File: config.mk
export PLATFORM = sky130hd
export DESIGN_NAME = fetch_stage_flat
export DESIGN_NICKNAME = d
export VERILOG_FILES = /design/src/rtl/fetch_stage_pkg.sv /design/src/rtl/fetch_stage_if.sv /design/src/rtl/fetch_stage_queue.sv /design/src/rtl/fetch_stage.sv /design/src/flat_wrapper.sv
export SDC_FILE = /design/constraint.sdc
export NUM_CORES = 1
export LEC_CHECK = 0
export CAP_MARGIN = 10
export CORE_UTILIZATION = 54
export CTS_CLUSTER_SIZE = 14
export DETAILED_ROUTE_END_ITERATION = 8
export GPL_ROUTABILITY_DRIVEN = 1
export GPL_TIMING_DRIVEN = 0
export PLACE_DENSITY = 0.84
export SYNTH_ARGS = -nofsm -noshare
export SYNTH_HDL_FRONTEND = slang
export SYNTH_SLANG_ARGS = --single-unit
File: constraint.sdc
create_clock -name clk -period 8.8 [get_ports clk]
set_input_delay 2.2 -clock clk [delete_from_list [all_inputs] [get_ports clk]]
set_output_delay 2.2 -clock clk [all_outputs]
set_load 0.02 [all_outputs]
File: src/rtl/fetch_stage_pkg.sv
// -----------------------------------------------------------------------------
// fetch_stage_pkg
//   Shared constants for the instruction fetch stage: instruction width, the
//   NOP bubble encoding, the opcode field position and the HALT opcode, plus a
//   helper that extracts the opcode field.
//   Optional feature macro used by the fetch stage: FETCH_HALT_EN.
// -----------------------------------------------------------------------------
package fetch_stage_pkg;

    localparam int INSTR_W = 20;
    localparam int QDEPTH  = 2;

    // Opcode occupies the top five bits of every instruction.
    localparam int OPC_HI = 19;
    localparam int OPC_LO = 15;
    localparam int OPC_W  = OPC_HI - OPC_LO + 1;

    localparam logic [INSTR_W-1:0] NOP_INSTR   = 20'h00000;
    localparam logic [OPC_W-1:0]   HALT_OPCODE = 5'h1F;

    function automatic logic [OPC_W-1:0] opcode_of(input logic [INSTR_W-1:0] instr);
        return instr[OPC_HI:OPC_LO];
    endfunction

endpackage

File: src/rtl/fetch_stage_if.sv
// -----------------------------------------------------------------------------
// fetch_stage_if
//   Bundles the instruction-ROM read port and the decode-side signals of the
//   fetch stage.
//   master : fetch stage (drives ROM request and decode outputs)
//   slave  : environment (ROM data, stall, branch redirect)
//   Signals:
//     imem_rd_en/imem_addr  ROM read request and address
//     imem_rdata            ROM data, valid the cycle after the request
//     stall                 hold current instruction, no pop
//     branch_taken/target   redirect pulse and new PC
//     instr_out/valid/pc_out instruction to decode, NOP when not valid
//     halted                fetch stopped on HALT (FETCH_HALT_EN builds)
// -----------------------------------------------------------------------------
interface fetch_stage_if
    import fetch_stage_pkg::*;
#(
    parameter int PC_W = 10
);
    logic               imem_rd_en;
    logic [PC_W-1:0]    imem_addr;
    logic [INSTR_W-1:0] imem_rdata;
    logic               stall;
    logic               branch_taken;
    logic [PC_W-1:0]    branch_target;
    logic [INSTR_W-1:0] instr_out;
    logic               instr_valid;
    logic [PC_W-1:0]    pc_out;
    logic               halted;

    modport master (
        output imem_rd_en, imem_addr, instr_out, instr_valid, pc_out, halted,
        input  imem_rdata, stall, branch_taken, branch_target
    );

    modport slave (
        input  imem_rd_en, imem_addr, instr_out, instr_valid, pc_out, halted,
        output imem_rdata, stall, branch_taken, branch_target
    );
endinterface

File: src/rtl/fetch_stage_queue.sv
// -----------------------------------------------------------------------------
// fetch_queue
//   Two-entry FIFO of {instruction, pc} pairs used as the fetch prefetch queue.
//   Ports:
//     clk, rst          clock, synchronous active-high reset
//     i_clear           flush all entries (branch redirect)
//     i_push            write {i_instr, i_pc} at the tail
//     i_pop             drop the head entry (ignored when empty)
//     o_valid, o_count  head present, number of entries
//     o_instr, o_pc     head entry contents (raw, meaningful when o_valid)
// -----------------------------------------------------------------------------
module fetch_queue
    import fetch_stage_pkg::*;
#(
    parameter int PC_W = 10
)(
    input  logic               clk,
    input  logic               rst,
    input  logic               i_clear,
    input  logic               i_push,
    input  logic               i_pop,
    input  logic [INSTR_W-1:0] i_instr,
    input  logic [PC_W-1:0]    i_pc,
    output logic               o_valid,
    output logic [1:0]         o_count,
    output logic [INSTR_W-1:0] o_instr,
    output logic [PC_W-1:0]    o_pc
);

    logic [INSTR_W-1:0] r_instr [QDEPTH];
    logic [PC_W-1:0]    r_pc    [QDEPTH];
    logic               r_rd_ptr;
    logic               r_wr_ptr;
    logic [1:0]         r_count;
    logic               w_pop;

    assign w_pop = i_pop & (r_count != 2'd0);

    always_ff @(posedge clk) begin
        if (rst || i_clear) begin
            r_rd_ptr <= 1'b0;
            r_wr_ptr <= 1'b0;
            r_count  <= 2'd0;
        end else begin
            // The issue gating upstream guarantees a free slot for every push.
            assert (!(i_push && r_count == 2'(QDEPTH)));
            if (i_push) r_wr_ptr <= ~r_wr_ptr;
            if (w_pop)  r_rd_ptr <= ~r_rd_ptr;
            case ({i_push, w_pop})
                2'b10:   r_count <= r_count + 2'd1;
                2'b01:   r_count <= r_count - 2'd1;
                default: r_count <= r_count;
            endcase
        end
    end

    // Storage needs no reset: entries are only observed through r_count.
    always_ff @(posedge clk) begin
        if (!rst && !i_clear && i_push) begin
            r_instr[r_wr_ptr] <= i_instr;
            r_pc[r_wr_ptr]    <= i_pc;
        end
    end

    assign o_valid = (r_count != 2'd0);
    assign o_count = r_count;
    assign o_instr = r_instr[r_rd_ptr];
    assign o_pc    = r_pc[r_rd_ptr];

endmodule

File: src/rtl/fetch_stage.sv
// -----------------------------------------------------------------------------
// fetch_stage
//   Instruction fetch stage feeding decode. Holds the PC, issues reads to a
//   one-cycle synchronous instruction ROM, buffers returned instructions in a
//   two-entry prefetch queue and presents the head to decode, holding it under
//   stall. A branch redirect flushes the queue and squashes the in-flight read.
//   Optional macro FETCH_HALT_EN: a pushed HALT opcode stops further fetch
//   until reset or a redirect; without it 'halted' is tied low.
//   Ports:
//     clk, rst   clock, synchronous active-high reset
//     bus        fetch_stage_if.master (ROM port + decode-side signals)
//   Parameters:
//     PC_W       PC / ROM address width, PC wraps modulo 2**PC_W
//     RESET_PC   PC loaded on reset
// -----------------------------------------------------------------------------
module fetch_stage
    import fetch_stage_pkg::*;
#(
    parameter int              PC_W     = 10,
    parameter logic [PC_W-1:0] RESET_PC = '0
)(
    input  logic          clk,
    input  logic          rst,
    fetch_stage_if.master bus
);

    logic [PC_W-1:0]    r_pc;
    logic [PC_W-1:0]    r_infl_pc;     // address of the read in flight
    logic               r_inflight;
    logic               r_epoch;       // toggles on every redirect
    logic               r_infl_epoch;  // epoch the in-flight read was issued in

    logic               w_halted;
    logic               w_issue;
    logic               w_push;
    logic               w_pop;
    logic               w_q_valid;
    logic [1:0]         w_q_count;
    logic [1:0]         w_occ;
    logic [INSTR_W-1:0] w_q_instr;
    logic [PC_W-1:0]    w_q_pc;

    // Queue entries plus the read still in flight must never exceed the
    // queue depth, so a returning response always has a slot.
    assign w_occ   = w_q_count + {1'b0, r_inflight};
    assign w_issue = !rst && !bus.branch_taken && !w_halted && (w_occ < 2'(QDEPTH));

    // A response from an older epoch belongs to a squashed fetch path.
    assign w_push  = r_inflight && (r_infl_epoch == r_epoch)
                     && !bus.branch_taken && !w_halted;
    assign w_pop   = w_q_valid && !bus.stall && !bus.branch_taken;

    always_ff @(posedge clk) begin
        if (rst) begin
            r_pc         <= RESET_PC;
            r_infl_pc    <= '0;
            r_inflight   <= 1'b0;
            r_epoch      <= 1'b0;
            r_infl_epoch <= 1'b0;
        end else if (bus.branch_taken) begin
            r_pc       <= bus.branch_target;
            r_inflight <= 1'b0;
            r_epoch    <= ~r_epoch;
        end else begin
            r_inflight <= w_issue;
            if (w_issue) begin
                r_infl_pc    <= r_pc;
                r_infl_epoch <= r_epoch;
                r_pc         <= r_pc + 1'b1;
            end
        end
    end

`ifdef FETCH_HALT_EN
    logic r_halted;
    logic w_halt_hit;

    assign w_halt_hit = w_push && (opcode_of(bus.imem_rdata) == HALT_OPCODE);

    // The HALT itself is queued; anything issued alongside it is dropped
    // because w_push is gated by the halted flag from the next cycle on.
    always_ff @(posedge clk) begin
        if (rst || bus.branch_taken) r_halted <= 1'b0;
        else if (w_halt_hit)         r_halted <= 1'b1;
    end

    assign w_halted = r_halted;
`else
    assign w_halted = 1'b0;
`endif

    fetch_queue #(.PC_W(PC_W)) u_queue (
        .clk     (clk),
        .rst     (rst),
        .i_clear (bus.branch_taken),
        .i_push  (w_push),
        .i_pop   (w_pop),
        .i_instr (bus.imem_rdata),
        .i_pc    (r_infl_pc),
        .o_valid (w_q_valid),
        .o_count (w_q_count),
        .o_instr (w_q_instr),
        .o_pc    (w_q_pc)
    );

    assign bus.imem_rd_en  = w_issue;
    assign bus.imem_addr   = r_pc;
    assign bus.instr_valid = w_q_valid;
    assign bus.instr_out   = w_q_valid ? w_q_instr : NOP_INSTR;
    assign bus.pc_out      = w_q_valid ? w_q_pc : '0;
    assign bus.halted      = w_halted;

endmodule

File: src/flat_wrapper.sv
// flat-port wrapper written by rule: the top's interface ports become plain ports
module fetch_stage_flat import fetch_stage_pkg::*;
#(
    parameter int              PC_W     = 10,
    parameter logic [PC_W-1:0] RESET_PC = '0
)
  (clk, rst, bus_imem_rd_en, bus_imem_addr, bus_instr_out, bus_instr_valid, bus_pc_out, bus_halted, bus_imem_rdata, bus_stall, bus_branch_taken, bus_branch_target);
  fetch_stage_if #(.PC_W(PC_W)) bus_i ();
  input  logic clk;
  input  logic rst;
  output wire logic [$bits(bus_i.imem_rd_en)-1:0] bus_imem_rd_en;
  output wire logic [$bits(bus_i.imem_addr)-1:0] bus_imem_addr;
  output wire logic [$bits(bus_i.instr_out)-1:0] bus_instr_out;
  output wire logic [$bits(bus_i.instr_valid)-1:0] bus_instr_valid;
  output wire logic [$bits(bus_i.pc_out)-1:0] bus_pc_out;
  output wire logic [$bits(bus_i.halted)-1:0] bus_halted;
  input wire logic [$bits(bus_i.imem_rdata)-1:0] bus_imem_rdata;
  input wire logic [$bits(bus_i.stall)-1:0] bus_stall;
  input wire logic [$bits(bus_i.branch_taken)-1:0] bus_branch_taken;
  input wire logic [$bits(bus_i.branch_target)-1:0] bus_branch_target;
  assign bus_imem_rd_en = bus_i.imem_rd_en;
  assign bus_imem_addr = bus_i.imem_addr;
  assign bus_instr_out = bus_i.instr_out;
  assign bus_instr_valid = bus_i.instr_valid;
  assign bus_pc_out = bus_i.pc_out;
  assign bus_halted = bus_i.halted;
  assign bus_i.imem_rdata = bus_imem_rdata;
  assign bus_i.stall = bus_stall;
  assign bus_i.branch_taken = bus_branch_taken;
  assign bus_i.branch_target = bus_branch_target;
  fetch_stage #(.PC_W(PC_W), .RESET_PC(RESET_PC)) u_core (.clk(clk), .rst(rst), .bus(bus_i));
endmodule
After elaboration in Yosys (flattened, before gate mapping)
Memories as Yosys holds them, arrays and structs flattened. A register that Yosys moved wholly into a read port is not among the register bits. Index checks and enable logic that the tools add are counted.

Register bits: 27. Bits in writable memories: 60. Bits of input ports: 34. Output and inout port bits: 43. Logic and storage cells: 50. Memories: 2.

$add $sub $neg: 4. Magnitude comparators: 1. Eq/ne operators: 3. Mux-type cells: 11. Bitwise logic cells: 5. Reductions and logical operators: 16.

Memories: u_core.u_queue.r_instr (words 2, bits a word 20, read ports 1, clocked after memory_dff 1, wr ports 1, RTL line fetch_stage_queue.sv:30) `logic [INSTR_W-1:0] r_instr [QDEPTH];`; u_core.u_queue.r_pc (words 2, bits a word 10, read ports 1, clocked after memory_dff 1, wr ports 1, RTL line fetch_stage_queue.sv:31) `logic [PC_W-1:0] r_pc [QDEPTH];`.

Operators with widths (number): two-way mux 10 bit (3); two-way mux 20 bit (1); adder 10 x 1 -> 10 bit, second input constant (1); logical AND 1 bit (7); two-way mux 1 bit (6); nonzero test 2 bit (3); inverter 1 bit (4); case mux 2 bit (2 select lines) (1); logical NOT 1 bit (3); adder 2 x 1 -> 2 bit (1); adder 2 x 1 -> 2 bit, second input constant (1); equality test 2 x 1 -> 1 bit, second input constant (1); equality test 2 bit, second input constant (1); less-than comparator 2 bit, second input constant (1); AND reduction 2 bit (1); OR reduction 2 bit (1); subtractor 2 x 1 -> 2 bit, second input constant (1); AND 1 bit (1); equality test 1 bit (1); logical OR 1 bit (1).

Logic depth before layout (Yosys ltp)
Gate-level depths: netlist of run 1.

Depth after elaboration: 6. Depth in mapped cells: 7. Mapped depth without buffers: 7.

Modules after synthesis
From an unflattened synthesis of run 1, not the netlist that was laid out.

Cells, all modules: 275. Area, all modules: 3613.5 sq um.

Modules (own cells, without submodules): fetch_queue (instances 1, cells an instance 116, area each 2374.8 sq um, seq. area each 1901.8 sq um); fetch_stage (instances 1, cells an instance 159, area each 1238.7 sq um, seq. area each 460.4 sq um).

Worst setup path after synthesis of run 1
OpenSTA, ideal clock, no wires.

Path kind: input to register. From: input bus_branch_taken. To: memory u_core.u_queue.r_instr[1][0], enable pin. Library setup time: 0.461 ns. Arrival time: 4.753 ns. Required time: 8.339 ns. Path slack: 3.586 ns. Cell stages on the path: 3. Buffers on the path: 0. Cells stage by stage: clkinv_1 > nand3_1 > nor3b_1.

Longest elaborated chain between the ends: 5. Elaborated cells on any way between the ends: 6. Those cells by class: 2 x mux; 4 x reduce/logical.

RTL lines: start, declared (RTL line flat_wrapper.sv:19) `input wire logic [$bits(bus_i.branch_taken)-1:0] bus_branch_taken;`; logical NOT 1 bit * (RTL line fetch_stage_queue.sv:59, fetch_stage.sv:50); logical AND 1 bit, on equally long branches (RTL line fetch_stage_queue.sv:59, fetch_stage.sv:50); logical AND 1 bit * (RTL line fetch_stage_queue.sv:59) `if (!rst && !i_clear && i_push) begin`; two-way mux 1 bit * (RTL line fetch_stage_queue.sv:59); two-way mux 1 bit (implied by the code) * (RTL line fetch_stage_queue.sv:60) `r_instr[r_wr_ptr] <= i_instr;`; end, declared (RTL line fetch_stage_queue.sv:30).

Mark *: on every way between the ends. The rest lies on a longest branch, timed or not.

Worst setup path in the final report of run 1
From: input bus_branch_taken. To: output bus_imem_rd_en.

Longest elaborated chain between the ends: 3.

RTL lines: logical NOT 1 bit (RTL line fetch_stage.sv:46) `assign w_issue = !rst && !bus.branch_taken && !w_halted && (w_occ < 2'(QDEPTH));`; logical AND 1 bit (2 in a row) (RTL line fetch_stage.sv:46); end, declared (RTL line flat_wrapper.sv:11) `output wire logic [$bits(bus_i.imem_rd_en)-1:0] bus_imem_rd_en;`.

Every way passes these cells.

==> results of run 1 <==
[metrics by stage]
stage / cells / util / instance area (um2) / total power, mW / setup WS (ps)
2_1_floorplan: 274 / - / 3591 / 0.4994 / 3586
3_3_place_gp: 426 / 0.6949 / 4438 / 0.5328 / 1799
3_5_place_dp: 431 / 0.7059 / 4508 / 0.5363 / 2569
4_1_cts: 446 / 0.7406 / 4730 / 0.8367 / 2547
5_1_grt: 446 / 0.7406 / 4730 / 0.8614 / 2463
6_report: 446 / 0.7406 / 4730 / 0.8346 / 2555
[cells in the mapped netlist (all sizes together), types with 3 or more instances]
cell,number
edfxtp,60
nor2,44
mux2i,31
dfxtp,28
nand2,13
o21ai,11
clkbuf,10
nand2b,10
xnor2,10
nor3,8
a211oi,6
buf,6
inv,5
nor4,4
a311oi,3
and4,3
nand3,3
[worst max-delay path, stage by stage]
cell and delay, ps:
clkdlybuf4s50_1 500, nor4_4 400, buf_2 280, clkdlybuf4s50_1 660
[routing by layer]
layer | up-vias | GRT usage
li1 | 1169 | -
met1 | 1161 | 0.2662
met2 | 67 | 0.3800
met3 | 11 | 0.05143
met4 | 0 | 0.08783
met5 | - | 0
[registers in the layout (all words and copies together) (netlist names), named ones only]
name and cells:
u_core.bus.imem_addr 10, u_core.r_epoch 1, u_core.r_infl_epoch 1, u_core.r_infl_pc 10
u_core.r_inflight 1, u_core.u_queue.o_count 2, u_core.u_queue.r_instr 40, u_core.u_queue.r_pc 20
u_core.u_queue.r_rd_ptr 1, u_core.u_queue.r_wr_ptr 1
[cell type report]
cell class	count	area share
flip-flops and latches	88	0.4995
multi-input cells	164	0.2410
repair buffers	80	0.1714
clock buffers	12	0.03307
well taps	77	0.02037
plain buffers	16	0.01614
clock inverters	3	0.01376
inverters	6	0.004762
[power by group through the flow]
stage / logic, mW / registers (mW) / clock network [mW]
2_1_floorplan: 0.0278 / 0.472 / 0
3_3_place_gp: 0.0636 / 0.469 / 0
3_5_place_dp: 0.0668 / 0.470 / 0
4_1_cts: 0.0676 / 0.460 / 0.309
5_1_grt: 0.0721 / 0.462 / 0.327
6_report: 0.0672 / 0.460 / 0.307
[logic make-up (layout without fill, tap and decap cells)]
kind of cell,Yosys count,in the layout,share of synthesized area
AND/OR/NAND/NOR,92,92,0.1404
flip-flops,88,88,0.6578
multiplexers,31,31,0.08641
AO/OA/AOI/OAI,26,26,0.05052
buffers and inverters,22,117,0.02753
XOR/XNOR,12,12,0.02927
adder cells (fa/ha/maj),2,2,0.006968
other,1,1,0.001044
[worst min path at each step]
stage,startpoint,endpoint,slack [ps]
6_report,u_core.r_infl_pc[4],u_core.u_queue.r_pc[0][4],450
2_1_floorplan,u_core.r_infl_pc[0],u_core.u_queue.r_pc[0][0],420
4_1_cts,u_core.r_infl_pc[6],u_core.u_queue.r_pc[0][6],460
3_5_place_dp,u_core.r_infl_pc[9],u_core.u_queue.r_pc[0][9],440
3_3_place_gp,u_core.r_infl_pc[4],u_core.u_queue.r_pc[1][4],430
5_1_grt,u_core.r_infl_pc[7],u_core.u_queue.r_pc[0][7],470
[cells in the final DEF, fill, tap and decap left out, drive strengths merged]
master,count
a211oi,6
a21boi,1
a21o,1
a21oi,1
a311oi,3
a31o,1
a31oi,1
and3,1
and3b,1
and4,3
and4bb,1
buf,11
bufinv,2
clkbuf,22
clkdlybuf4s50,75
clkinv,2
conb,1
dfxtp,28
edfxtp,60
ha,2
inv,5
mux2i,31
nand2,13
nand2b,10
nand3,3
nand4,1
nor2,44
nor3,8
nor3b,2
nor4,4
nor4b,1
o21ai,11
o31a,1
xnor2,10
xor2,2
==> impl_metrics.ini, run 1 <==
[sta]
finalHoldViolCount = 0
period_share = 0.7097
holdWs_ps = 454.1
setup_viol = 0
clock_skew_ps = 7.875
max_freq_mhz = 160.1
drv_slew = 0
worst_pin_slew_ps = 935.0
maxSlewHeadroom = 0.3740
rsz0062_at_grt = no
fin_crit_ps = 6245
finalSetupTns_ps = 0

[route]
post_drt_via_cell_ratio = 5.399
num_vias = 2408
totalWireLength_um = 7242
wire_per_inst_um = 16.24
routed.top_layer = met4
drt_first_pass_iters = 4
wl_met1_um = 3151
drc = 0
ant_nets = 0
route.met3.wl_um = 345
wl_met2_um = 3639
drt_iter0_drc = 74

[power]
sw_frac_of_total = 0.2073
p_switching_uw = 173.0
combPwrFrac = 0.081
powerDensity_mw_per_mm2 = 176.5
p_int_uw = 661.6
leakage_nw = 1.544
peakVddDrop_v = 0.0001205
p_seq_frac = 0.552
p_clk_frac = 0.368

[finish]
finalNetCount = 401
fillers = 424
multi_input_area_mm2 = 0.001140
seq_area_mm2 = 0.002362
antenna_cells = 0
syn_to_final_growth_pct = 31.71
drive_gt1_frac = 0.09756

[clock_tree]
clkSinkCount = 88
cts_tree = built
cts-root-buf = clkbuf_8
postCtsSetupRepairBufs = 0
clk_pin_slew_ps = 80
clkLatencyLatePin_ps = 350
cts_buffers = 9
htreeDepth = 3
cts_buffer_depth = 2
cts_hold_buf = 0
ctsResizeCount = 0

[critical_path]
r2r.worst_path.cells = 6
worstPathMaxFanout = 10
critPathRequiredTime_ps = 6600
r2r-end = u_core.u_queue.r_instr[0][2]
crit_end = bus_imem_rd_en
crit_type = in -> out
arrival_ps = 4050
crit_path_end_kind = output port
r2r_slack_ps = 6590
startpoint = bus_branch_taken
reg2reg_from = u_core.r_epoch
start_kind = primary input

[synthesis]
ys_seq_area_frac = 0.6578
syn_nets = 310
ys_async_sr_fraction = 0
yosys_most_used_dff = edfxtp_1
yosysTopAreaCellShare = 0.5017
synth_top_area_cell = edfxtp_1
ys_types = 39
yosys_warnings = 0
synth_edf_count = 60
synth_cells = 274
synth-seq-cells = 88
synth_area_leaders = edfxtp_1 (50%), dfxtp_1 (16%), mux2i_1 (8.6%), nor2_1 (4.6%), xnor2_1 (2.4%)
avgSynthCellArea_um2 = 13.11
synth_area_mm2 = 0.003591

[floorplan]
fp-row-count = 29
start_util = 0.5623
die_y_um = 83.55
core_area_mm2 = 0.006386
dieArea_mm2 = 0.006980
ioPinCount = 77
dieWidth_um = 83.55

[hold_path]
hold_class = reg -> reg
hold_depth = 0

[run_status]
status = completed

[run]
cap_violations = 0

[grt]
antenna_found_initial = 0
grt-ovfl-total = 0
grt_first_pass_wirelength_um = 11720
grt_usage = 0.2197
grt_max_degree = 15
grt_pass1_vias = 2459

[placed_design]
io_buffers = 75
hpwl_um = 5040
gp_congestion = 0.7655
Note: power is estimated with default switching activity, not from simulation.
==> run 2: changes to the inputs <==
CORE_UTILIZATION = 45   (was 54)
PLACE_DENSITY = 0.75   (was 0.84)
clock period = 5.15 ns   (was 8.8 ns; I/O delays follow)
==> run 2 against run 1 <==
Via count down 3.6%. First-iteration DRC count decreased by 18%. Core utilization fell by 13 points. Sequential cell count stayed put. Sequential power grew 71%. Clock-buffer cell count grew 1.
==> impl_metrics.ini, run 2 (synthesis results as in run 1) <==
[run_status]
status = completed

[floorplan]
fp-row-count = 32
core_area_mm2 = 0.007727
start_util = 0.4647
dieWidth_um = 91.33
die_y_um = 91.33
dieArea_mm2 = 0.008341
ioPinCount = 77

[clock_tree]
cts_tree = built
postCtsSetupRepairBufs = 0
cts_buffers = 9
cts-root-buf = clkbuf_8
clkLatencyLatePin_ps = 350
htreeDepth = 3
cts_buffer_depth = 2
ctsResizeCount = 0
cts_hold_buf = 0
clk_pin_slew_ps = 80
clkSinkCount = 88

[run]
cap_violations = 0

[power]
powerDensity_mw_per_mm2 = 288.8
p_int_mw = 1.084
combPwrFrac = 0.083
sw_frac_of_total = 0.2108
p_clk_frac = 0.345
leakage_nw = 1.542
p_seq_frac = 0.573
peakVddDrop_v = 0.0001263
fin_total_pwr_mw = 1.373
p_switching_uw = 289.4

[grt]
grt_usage = 0.1803
gr-usage-met2 = 0.2929
grtUsageMet1 = 0.2274
top_usage_layer = met2
grt_first_pass_wirelength_um = 11480
use_met3 = 0.04941
antenna_found_initial = 0
grt_max_degree = 15
grt-ovfl-total = 0
grt_pass1_vias = 2344

[route]
num_vias = 2321
drt_iter0_drc = 61
wire_per_inst_um = 14.52
totalWireLength_um = 6867
drc = 0
post_drt_via_cell_ratio = 4.907
ant_nets = 0
drt_first_pass_iters = 4

[finish]
largest-register = u_core.u_queue.r_instr
final_cells = 473
fillers = 611
final_cell_mix = clkdlybuf4s50_1 (75), edfxtp_1 (60), nor2_1 (44)
largest_reg_flops = 40
antenna_cells = 0
syn_to_final_growth_pct = 32.40
reg_top3 = u_core.u_queue.r_instr: 40 flops, u_core.u_queue.r_pc: 20 flops
multi_input_area_mm2 = 0.001140
seq_area_mm2 = 0.002362
drive_gt1_frac = 0.09973
final_common_cell = clkdlybuf4s50_1
finalNetCount = 402
fin_util = 0.6153

[hold_path]
hold_class = reg -> reg

[sta]
rsz0062_at_grt = no
fin_crit_ps = 4457
drv_slew = 0
worst_pin_slew_ps = 520.7
timing.final.ws_setup_ps = 692.9
setup_viol = 0
clock_skew_ps = 4.341
max_freq_mhz = 224.4
period_share = 0.8654
maxSlewHeadroom = 0.6528
finalHoldViolCount = 0

[critical_path]
crit_path_end_kind = output port
arrival_ps = 3170
start_kind = primary input
critPathRequiredTime_ps = 3860
worstPathMaxFanout = 10
crit_type = in -> out

[placed_design]
hpwl_um = 4935
dp.cells = 457
pre_cts_ws_ps = 737.8
gp_congestion = 0.7871
io_buffers = 75
[run 2: routing by layer]
metal,share of wire,vias up
met5,0,-
met4,0.017,0
met3,0.059,10
met2,0.46,83
met1,0.46,1063
li1,-,1165
[run 2: power by group through the flow]
stage	combinational, mW	clock (mW)	sequential (mW)
floorplan	0.0474	0	0.806
global placement	0.109	0	0.802
detailed placement	0.114	0	0.802
CTS	0.115	0.487	0.786
global route	0.124	0.511	0.789
finish	0.114	0.473	0.786
[run 2: area by class of cell]
class / count / share of cell area
plain buffers: 16 / 0.01605
clock inverters: 3 / 0.008421
flip-flops and latches: 88 / 0.4968
repair buffers: 81 / 0.1737
multi-input cells: 164 / 0.2397
clock buffers: 13 / 0.03368
well taps: 102 / 0.02684
inverters: 6 / 0.004737
[run 2: final timing paths]
kind                  startpoint                   endpoint  slack, ps  cells past startpoint
min          u_core.r_infl_pc[4]  u_core.u_queue.r_pc[1][4]        470                      0
min reg2reg  u_core.r_infl_pc[4]  u_core.u_queue.r_pc[1][4]        470                      0
max reg2reg       u_core.r_epoch  u_core.u_queue.r_pc[0][1]       3390                      5
max             bus_branch_taken             bus_imem_rd_en        690                      4
[run 2: through the flow]
step	cell area (um2)	hold slack [ps]	setup TNS, ps
after global routing	4755	479.7	0
after floorplan	3591	424.9	0
final	4755	466.0	0
after detailed placement	4554	445.5	0
after CTS	4755	464.9	0
after global placement	4469	436.5	-58010
[run 2: critical path: stages]
cell             delay (ps)
clkdlybuf4s50_1         510
nor4_4                  440
buf_2                   280
clkdlybuf4s50_1         650
==> run 3: changes to the inputs <==
CORE_UTILIZATION = 50   (was 45)
PLACE_DENSITY = 0.79   (was 0.75)
clock period = 5.1 ns   (was 5.15 ns; I/O delays follow)
==> run 3 against run 2 <==
Setup slack better by 18 ps. Clock skew increased by 8.0 ps. Wire length decreased by 3.8%. Sequential share of layout area grew 0.81 points. Clock-buffer cell count up 2. Combinational power barely moved. First-iteration DRC count fell by 6.6%. Non-clock buffer count down 2.
==> impl_metrics.ini, run 3 (synthesis results as in run 1) <==
[sta]
finalSetupTns_ps = 0
fin_crit_ps = 4389
timing.final.ws_setup_ps = 710.9
drv_slew = 0
max_freq_mhz = 227.8
period_share = 0.8606
setup_viol = 0
rsz0062_at_grt = no
maxSlewHeadroom = 0.3737
clock_skew_ps = 12.39
finalHoldViolCount = 0
worst_pin_slew_ps = 934.4

[clock_tree]
cts_buffers = 9
clk_pin_slew_ps = 70
ctsResizeCount = 0
cts_hold_buf = 0
clkLatencyLatePin_ps = 350
cts_tree = built
cts_buffer_depth = 2
cts-root-buf = clkbuf_8
htreeDepth = 3
clkSinkCount = 88
postCtsSetupRepairBufs = 0

[finish]
antenna_cells = 0
fillers = 512
drive_gt1_frac = 0.08943
largest_reg_flops = 40
final_cells = 465
final_cell_mix = clkdlybuf4s50_1 (75), edfxtp_1 (60), nor2_1 (44)
largest-register = u_core.u_queue.r_instr
final_common_cell = clkdlybuf4s50_1
finalNetCount = 400
reg_top3 = u_core.u_queue.r_instr: 40 flops, u_core.u_queue.r_pc: 20 flops
syn_to_final_growth_pct = 30.28

[critical_path]
crit_path_end_kind = output port
critPathRequiredTime_ps = 3830
arrival_ps = 3110
crit_type = in -> out
reg2reg_from = u_core.r_epoch
timing.critical_path.mode_cell = clkdlybuf4s50_1
crit_chain = clkdlybuf4s50_1 > nor4_4 > buf_2 > clkdlybuf4s50_1
start_kind = primary input
critPathSlowestCell = clkdlybuf4s50_1
r2r-end = u_core.u_queue.r_pc[0][8]
worstPathMaxFanout = 10
r2r.worst_path.cells = 4
slowest_delay_ps = 650
r2r_slack_ps = 2970

[hold_path]
min_from = u_core.r_infl_pc[0]
hold_class = reg -> reg
worstHoldEndpoint = u_core.u_queue.r_pc[1][0]
hold_depth = 0

[grt]
grt_first_pass_wirelength_um = 10430
grt-ovfl-total = 0
grt_usage = 0.1852
grt_pass1_vias = 2276
antenna_found_initial = 0
grt_max_degree = 14

[power]
sw_frac_of_total = 0.2145
p_int_mw = 1.030
p_switching_uw = 281.2
p_clk_frac = 0.307
p_seq_frac = 0.606
powerDensity_mw_per_mm2 = 280.2
leakage_nw = 1.507
combPwrFrac = 0.087
peakVddDrop_v = 0.0001380

[placed_design]
gp_congestion = 0.7978
hpwl_um = 4707
pre_cts_ws_ps = 723.6
dp.cells = 449
io_buffers = 75

[route]
drt_first_pass_iters = 4
totalWireLength_um = 6604
post_drt_via_cell_ratio = 5.002
drc = 0
num_vias = 2326
wire_per_inst_um = 14.20
drt_iter0_drc = 57
ant_nets = 0

[floorplan]
die_y_um = 86.75
dieWidth_um = 86.75
ioPinCount = 77
start_util = 0.5228
core_area_mm2 = 0.006869
dieArea_mm2 = 0.007525
fp-row-count = 30

[run_status]
status = completed

[run]
cap_violations = 0
-- run 3: cell types whose count changed in the layout (fill, tap and decap cells not counted), sizes merged --
cell    delta
clkbuf     +2
bufinv     -1
buf        -2
clkinv     -1
-- run 3: worst max path at each step --
stage / startpoint / end / slack (ps) / depth (start not counted)
floorplan: bus_branch_taken / u_core.u_queue.r_instr[1][0] / 810 / 3
global placement: bus_branch_taken / u_core.u_queue.r_instr[1][5] / -1010 / 4
detailed placement: bus_branch_taken / bus_imem_rd_en / 720 / 4
CTS: bus_branch_taken / bus_imem_rd_en / 710 / 4
global route: bus_branch_taken / bus_imem_rd_en / 620 / 4
finish: bus_branch_taken / bus_imem_rd_en / 710 / 4
-- run 3: final cells by class --
class	instances	area, um2	share of cell area
Buffer	16	76.32	0.01631
Clock buffer	15	156.4	0.03343
Clock inverter	1	5.005	0.001070
Inverter	6	22.52	0.004814
Multi-Input combinational cell	164	1140	0.2436
Sequential cell	88	2362	0.5049
Tap cell	96	120.1	0.02568
Timing Repair Buffer	79	795.8	0.1701
-- run 3: power groups by stage --
stage	registers (mW)	logic, mW	clock network, mW
floorplan	0.814	0.0479	0
global placement	0.810	0.110	0
detailed placement	0.810	0.114	0
CTS	0.794	0.115	0.412
global route	0.796	0.123	0.441
finish	0.794	0.114	0.403
-- run 3: through the flow --
step           utilization  hold WS (ps)  cell area [um2]  power, mW
2_1_floorplan            -         424.9             3591     0.8617
3_3_place_gp        0.6495         434.9             4462     0.9199
3_5_place_dp        0.6576         441.1             4517     0.9240
4_1_cts             0.6811         457.9             4678      1.321
5_1_grt             0.6811         488.5             4678      1.360
6_report            0.6811         461.2             4678      1.311
-- run 3: worst max-delay path: cells and delay by family --
kind	cells	cell delay, ps
AND/OR/NAND/NOR	1	400
buffers and inverters	3	1430
-- run 3: per-layer routing --
metal,global-route usage,routed length (um),up-vias
met2,0.3081,3146,69
met1,0.2269,2980,1083
met3,0.04286,345,12
met5,0,0,-
li1,-,-,1162
met4,0.09394,132,0
==> patch 1 (settings of run 2) <==
`PC_W` is set to 10 in 4 places; all go to 20.
--- a/src/rtl/fetch_stage_if.sv
+++ b/src/rtl/fetch_stage_if.sv
@@ -16,5 +16,5 @@
     import fetch_stage_pkg::*;
 #(
-    parameter int PC_W = 10
+    parameter int PC_W = 20
 );
     logic               imem_rd_en;
--- a/src/rtl/fetch_stage_queue.sv
+++ b/src/rtl/fetch_stage_queue.sv
@@ -13,5 +13,5 @@
     import fetch_stage_pkg::*;
 #(
-    parameter int PC_W = 10
+    parameter int PC_W = 20
 )(
     input  logic               clk,
--- a/src/rtl/fetch_stage.sv
+++ b/src/rtl/fetch_stage.sv
@@ -17,5 +17,5 @@
     import fetch_stage_pkg::*;
 #(
-    parameter int              PC_W     = 10,
+    parameter int              PC_W     = 20,
     parameter logic [PC_W-1:0] RESET_PC = '0
 )(
--- a/src/flat_wrapper.sv
+++ b/src/flat_wrapper.sv
@@ -2,5 +2,5 @@
 module fetch_stage_flat import fetch_stage_pkg::*;
 #(
-    parameter int              PC_W     = 10,
+    parameter int              PC_W     = 20,
     parameter logic [PC_W-1:0] RESET_PC = '0
 )
Ports: changed (resized bus_branch_target, bus_imem_addr and bus_pc_out); port bits go from 77 to 107. The function was not compared with the original's and may differ.
==> patch 1 against run 2 <==
Sequential cell count is 40 higher; power up 88%; combinational power rose by 49%; via count up 66%; die area up 47%; routed wire length up 66%; global-route usage is 1.4 points higher; cell count up 54%; critical path depth up 3; register-to-register slack worse by 530 ps; synthesized area increased by 48%; design area is 52% higher; worst setup slack worse by 350 ps.
==> patch 1: results (changes against run 2) <==
| Metric | Value |
|---|---|
| Power Dens Cells | 356 nW/µm² (+23%) |
| Placed Instances | 698 (+53%) |
| R2R Path End | u_core.u_queue.r_instr[1][4]$_DFFE_PP_ |
| Regs by FF count | u_core.u_queue.r_instr (40), u_core.u_queue.r_pc (40) |
| Hold EP | u_core.u_queue.r_pc[0][9]$_DFFE_PP_ |
| Largest cells by area after synthesis | edfxtp_1 (45%), dfxtp_1 (18%), mux2i_1 (7.5%), nor2_1 (4.2%), nand2_1 (2.4%) |
| Setup Skew | 14.6 ps (+10.2 ps) |
| First-pass GRT wire length | 18.7 mm (+63%) |
| Crit path DAT | 3520 ps (+350 ps) |
| Met1 Track Usage GR | 24.9% (+2.2 points) |
| DRT met1 WL | 5.17 mm (+64%) |
| H-tree depth | 4 (+1) |
| Syn_area_per_cell | 11.9 µm² (-8.8%) |
| Largest net degree at the start of global routing | 17 (+2) |
| Syn Nets | 490 (+58%) |
| Via density | 5.27 (+7.4%) |
| Detailed Place HPWL | 8.27 mm (+68%) |
| GR Layer Usage met3 | 5.27% (+0.33 points) |
| Final Instance Count excl. Fillers | 730 (+54%) |
| Worst VDD drop | 0.237 mV (+88%) |
| Tot GR Track Use | 19.4% (+1.4 points) |
| Minimum hold slack | 457 ps (-8.64 ps) |
| Max incr delay on CP | 600 ps (-50 ps) |
| Number of global-route vias before repair | 3807 (+62%) |
| Met2 Track Usage GR | 31.4% (+2.1 points) |
| Commonest cells post-synth | edfxtp_1 (80), nor2_1 (60), dfxtp_1 (48) |
| Status | complete, no violations |
| Final Net Count | 620 (+54%) |
| Port bufs | 105 (+40%) |
| Sequential share of the synthesized area | 63.4% (-2.4 points) |
| Routed WL per cell | 15.7 µm (+7.8%) |
| Met3 WL | 753 µm (+85%) |
| CTS root buffer | clkbuf_16 |
| Worst reg2reg setup slack | 2860 ps (-530 ps) |
| Post-synth cell types | 51 (+31%) |
| Core Region | 11500 µm² (+48%) |
| EDFF count, synth | 80 (+33%) |
| Place WS | 338 ps (-400 ps) |
| Met2 wire length | 5.36 mm (+68%) |
| Seq pwr share | 44.6% (-13 points) |
| Cts bufs inserted | 17 (+8) |
| Hold Path Origin | u_core.r_infl_pc[9]$_SDFFE_PP0P_ |
| Ratio of cells with drive above 1 in the final layout | 8.52% (-1.5 points) |
| Internal | 2.05 mW (+89%) |
| Placed cell area | 6610 µm² (+45%) |
## patch 1: cell count changes in the layout (fill, tap and decap cells not counted), moves of 16 or more
cell	change
clkdlybuf4s50_1	+30
nor2_1	+16
dfxtp_1	+20
nand2_1	+21
clkbuf_16	+16
edfxtp_1	+20
## patch 1: final cells by class
type	count	area, µm²
plain buffers	28	139
clock buffers	19	433
clock inverters	13	193
fillers	922	4230
inverters	9	38.8
multi-input cells	279	1770
flip-flops and latches	128	3360
well taps	143	179
repair buffers	111	1120
## patch 1: logic make-up after synthesis
| group | Yosys count | synth area share (%) |
|---|---|---|
| AND/OR/NAND/NOR | 164 | 15.4 |
| flip-flops | 128 | 63.4 |
| AO/OA/AOI/OAI | 59 | 7.62 |
| multiplexers | 40 | 7.55 |
| buffers and inverters | 37 | 3.35 |
| XOR/XNOR | 13 | 2.15 |
| adder cells (fa/ha/maj) | 2 | 0.472 |
| other | 1 | 0.0707 |
==> patch 2 (config.mk and constraints of run 2) <==
Made on the original files. Add a define of `FETCH_HALT_EN`.
--- a/src/rtl/fetch_stage.sv
+++ b/src/rtl/fetch_stage.sv
@@ -14,4 +14,6 @@
 //     RESET_PC   PC loaded on reset
 // -----------------------------------------------------------------------------
+`define FETCH_HALT_EN
+
 module fetch_stage
     import fetch_stage_pkg::*;
Behaviour: not the same (Yosys sat finds a counterexample within 4 cycles, from zero or initial values and one cycle with rst high).
==> patch 2 against run 2 <==
Sequential cell count rose by 1; combinational power fell by 12%; design area fell by 0.82%; via count rose by 6.5%; non-clock buffer count fell by 3; routed wire length rose by 0.26%; worst setup slack got worse by 180 ps; count of clock-buffer cells in the layout fell by 3; critical path depth rose by 2; synthesized area barely moved; fmax fell by 3.9%; power fell by 1.3%; core utilization fell by 0.50 points; critical endpoint unchanged; largest power group unchanged; highest routed layer unchanged.
==> patch 2: results (changes against run 2) <==
| Metric | Value |
|---|---|
| Regs by FF count | u_core.u_queue.r_instr (40), u_core.u_queue.r_pc (20) |
| Number of global-route vias before repair | 2329 (-0.64%) |
| Worst-Skew Late Latency | 350 ps (about the same) |
| Commonest cells post-synth | edfxtp_1 (60), nor2_1 (41), nand2_1 (32) |
| Crit path DAT | 3350 ps (+180 ps) |
| DR iter-0 viols | 105 (+72%) |
| Compound-Gate Fraction of Synth Area | 6.80% (+1.7 points) |
| Hold depth | 0 (unchanged) |
| Vias after detailed routing | 2473 (+6.5%) |
| Routability cong. | 0.835 (+6.0%) |
| Ratio of cells with drive above 1 in the final layout | 8.33% (-1.6 points) |
| Max-slew headroom | 42.6% (-23 points) |
| Largest cells by area after synthesis | edfxtp_1 (50%), dfxtp_1 (16%), mux2i_1 (8.4%), nor2_1 (4.3%), nand2_1 (3.3%) |
| Tot GR Track Use | 17.3% (-0.69 points) |
| Setup Buffers After CTS | 0 (unchanged) |
| Post-synth cell types | 41 (+5.1%) |
| Top_reg_cell synth | edfxtp_1 |
| Worst reg2reg setup slack | 3020 ps (-370 ps) |
| Syn Nets | 325 (+4.8%) |
| Routed WL per cell | 14.2 µm (-2.4%) |
| Worst VDD drop | 0.159 mV (+25%) |
| First-pass GRT wire length | 11.2 mm (-2.5%) |
| Detailed Place HPWL | 4.92 mm (-0.32%) |
| Sequential share of the synthesized area | 66.4% (+0.60 points) |
| Antenna violations before repair | 0 (unchanged) |
| Post-CTS resize count | 0 (unchanged) |
| Port bufs | 75 (unchanged) |
| Largest net degree at the start of global routing | 16 (+1) |
| Post-synthesis mux area share | 8.68% (+0.041 points) |
| Minimum hold slack | 464 ps (-2.05 ps) |
| R2R Path End | u_core.u_queue.r_pc[1][9]$_DFFE_PP_ |
| Placed Instances | 470 (+2.8%) |
| Hold EP | u_core.u_queue.r_pc[0][4]$_DFFE_PP_ |
| Xor-xnor portion of the synthesized cell area | 1.46% (-1.5 points) |
| Final Instance Count excl. Fillers | 486 (+2.7%) |
| Placed cell area | 4520 µm² (-0.71%) |
| CTS root buffer | clkbuf_8 |
| H-tree depth | 3 (unchanged) |
| Status | complete, no violations |
| Setup Skew | 10.9 ps (+6.60 ps) |
| Final Net Count | 415 (+3.2%) |
| Adder-Cell Fraction of Synth Area | 0.697% (about the same) |
| Clock-pin slew on the worst setup and hold paths | 90 ps |
| Leak | 1.53 nW (-0.70%) |
| EDFF count, synth | 60 (unchanged) |
| Syn_area_per_cell | 12.4 µm² (-5.3%) |
[patch 2: cell types whose count changed in the layout (fill, tap and decap cells not counted), moves of 4 or more]
cell and change:
o21ai_0 -10, xnor2_1 -5, a31oi_1 +6, nor3_1 -4, nand2b_1 -10, or3_1 +4, inv_1 +4, a211oi_1 -6
a21oi_1 +13, nand2_1 +19
[patch 2: routing by layer]
metal  vias up  part of all wire (%)  GRT usage, %
li1       1227                     -             -
met1      1151                    46          23.0
met2        91                    47          28.1
met3         4                   5.8          3.77
met4         0                  0.70          6.35
met5         -                     0             0
[patch 2: kinds of logic (layout without fill, tap and decap cells)]
kind of cell	Yosys count	count (layout)
compound gates	37	37
xor+xnor	6	6
fa+ha+maj	2	2
buf+inv	25	120
flops	89	89
mux	31	31
simple gates	99	99
[patch 2: how the worst max path moves through the flow]
stage,startpoint,to,cells past startpoint
2_1_floorplan,bus_branch_taken,u_core.u_queue.r_instr[0][0]$_DFFE_PP_,5
3_3_place_gp,bus_branch_taken,u_core.u_queue.r_instr[1][6]$_DFFE_PP_,6
3_5_place_dp,bus_branch_taken,bus_imem_rd_en,6
4_1_cts,bus_branch_taken,bus_imem_rd_en,6
5_1_grt,bus_branch_taken,bus_imem_rd_en,6
6_report,bus_branch_taken,bus_imem_rd_en,6
[patch 2: metrics by stage]
stage               setup slack (ps)  TNS [ps]
global placement               -1010    -60260
CTS                              503         0
global route                     371         0
floorplan                        762         0
finish                           510         0
detailed placement               507         0
[patch 2: critical path, cell delays in order]
cell,delay (ps)
clkdlybuf4s50_1,470
nor3_4,270
nand3_2,240
inv_2,220
buf_2,240
clkdlybuf4s50_1,630
[patch 2: layout make-up]
cell class / instances / area (µm²)
fillers: 650 / 3010
flip-flops and latches: 89 / 2380
multi-input cells: 175 / 1110
repair buffers: 79 / 796
clock buffers: 10 / 128
well taps: 102 / 128
plain buffers: 15 / 68.8
clock inverters: 6 / 66.3
inverters: 10 / 37.5
[patch 2: power by group]
part / switching [mW] / internal (mW)
registers: 0.0121 / 0.771
logic: 0.0482 / 0.0521
clock network: 0.247 / 0.225
total: 0.307 / 1.05
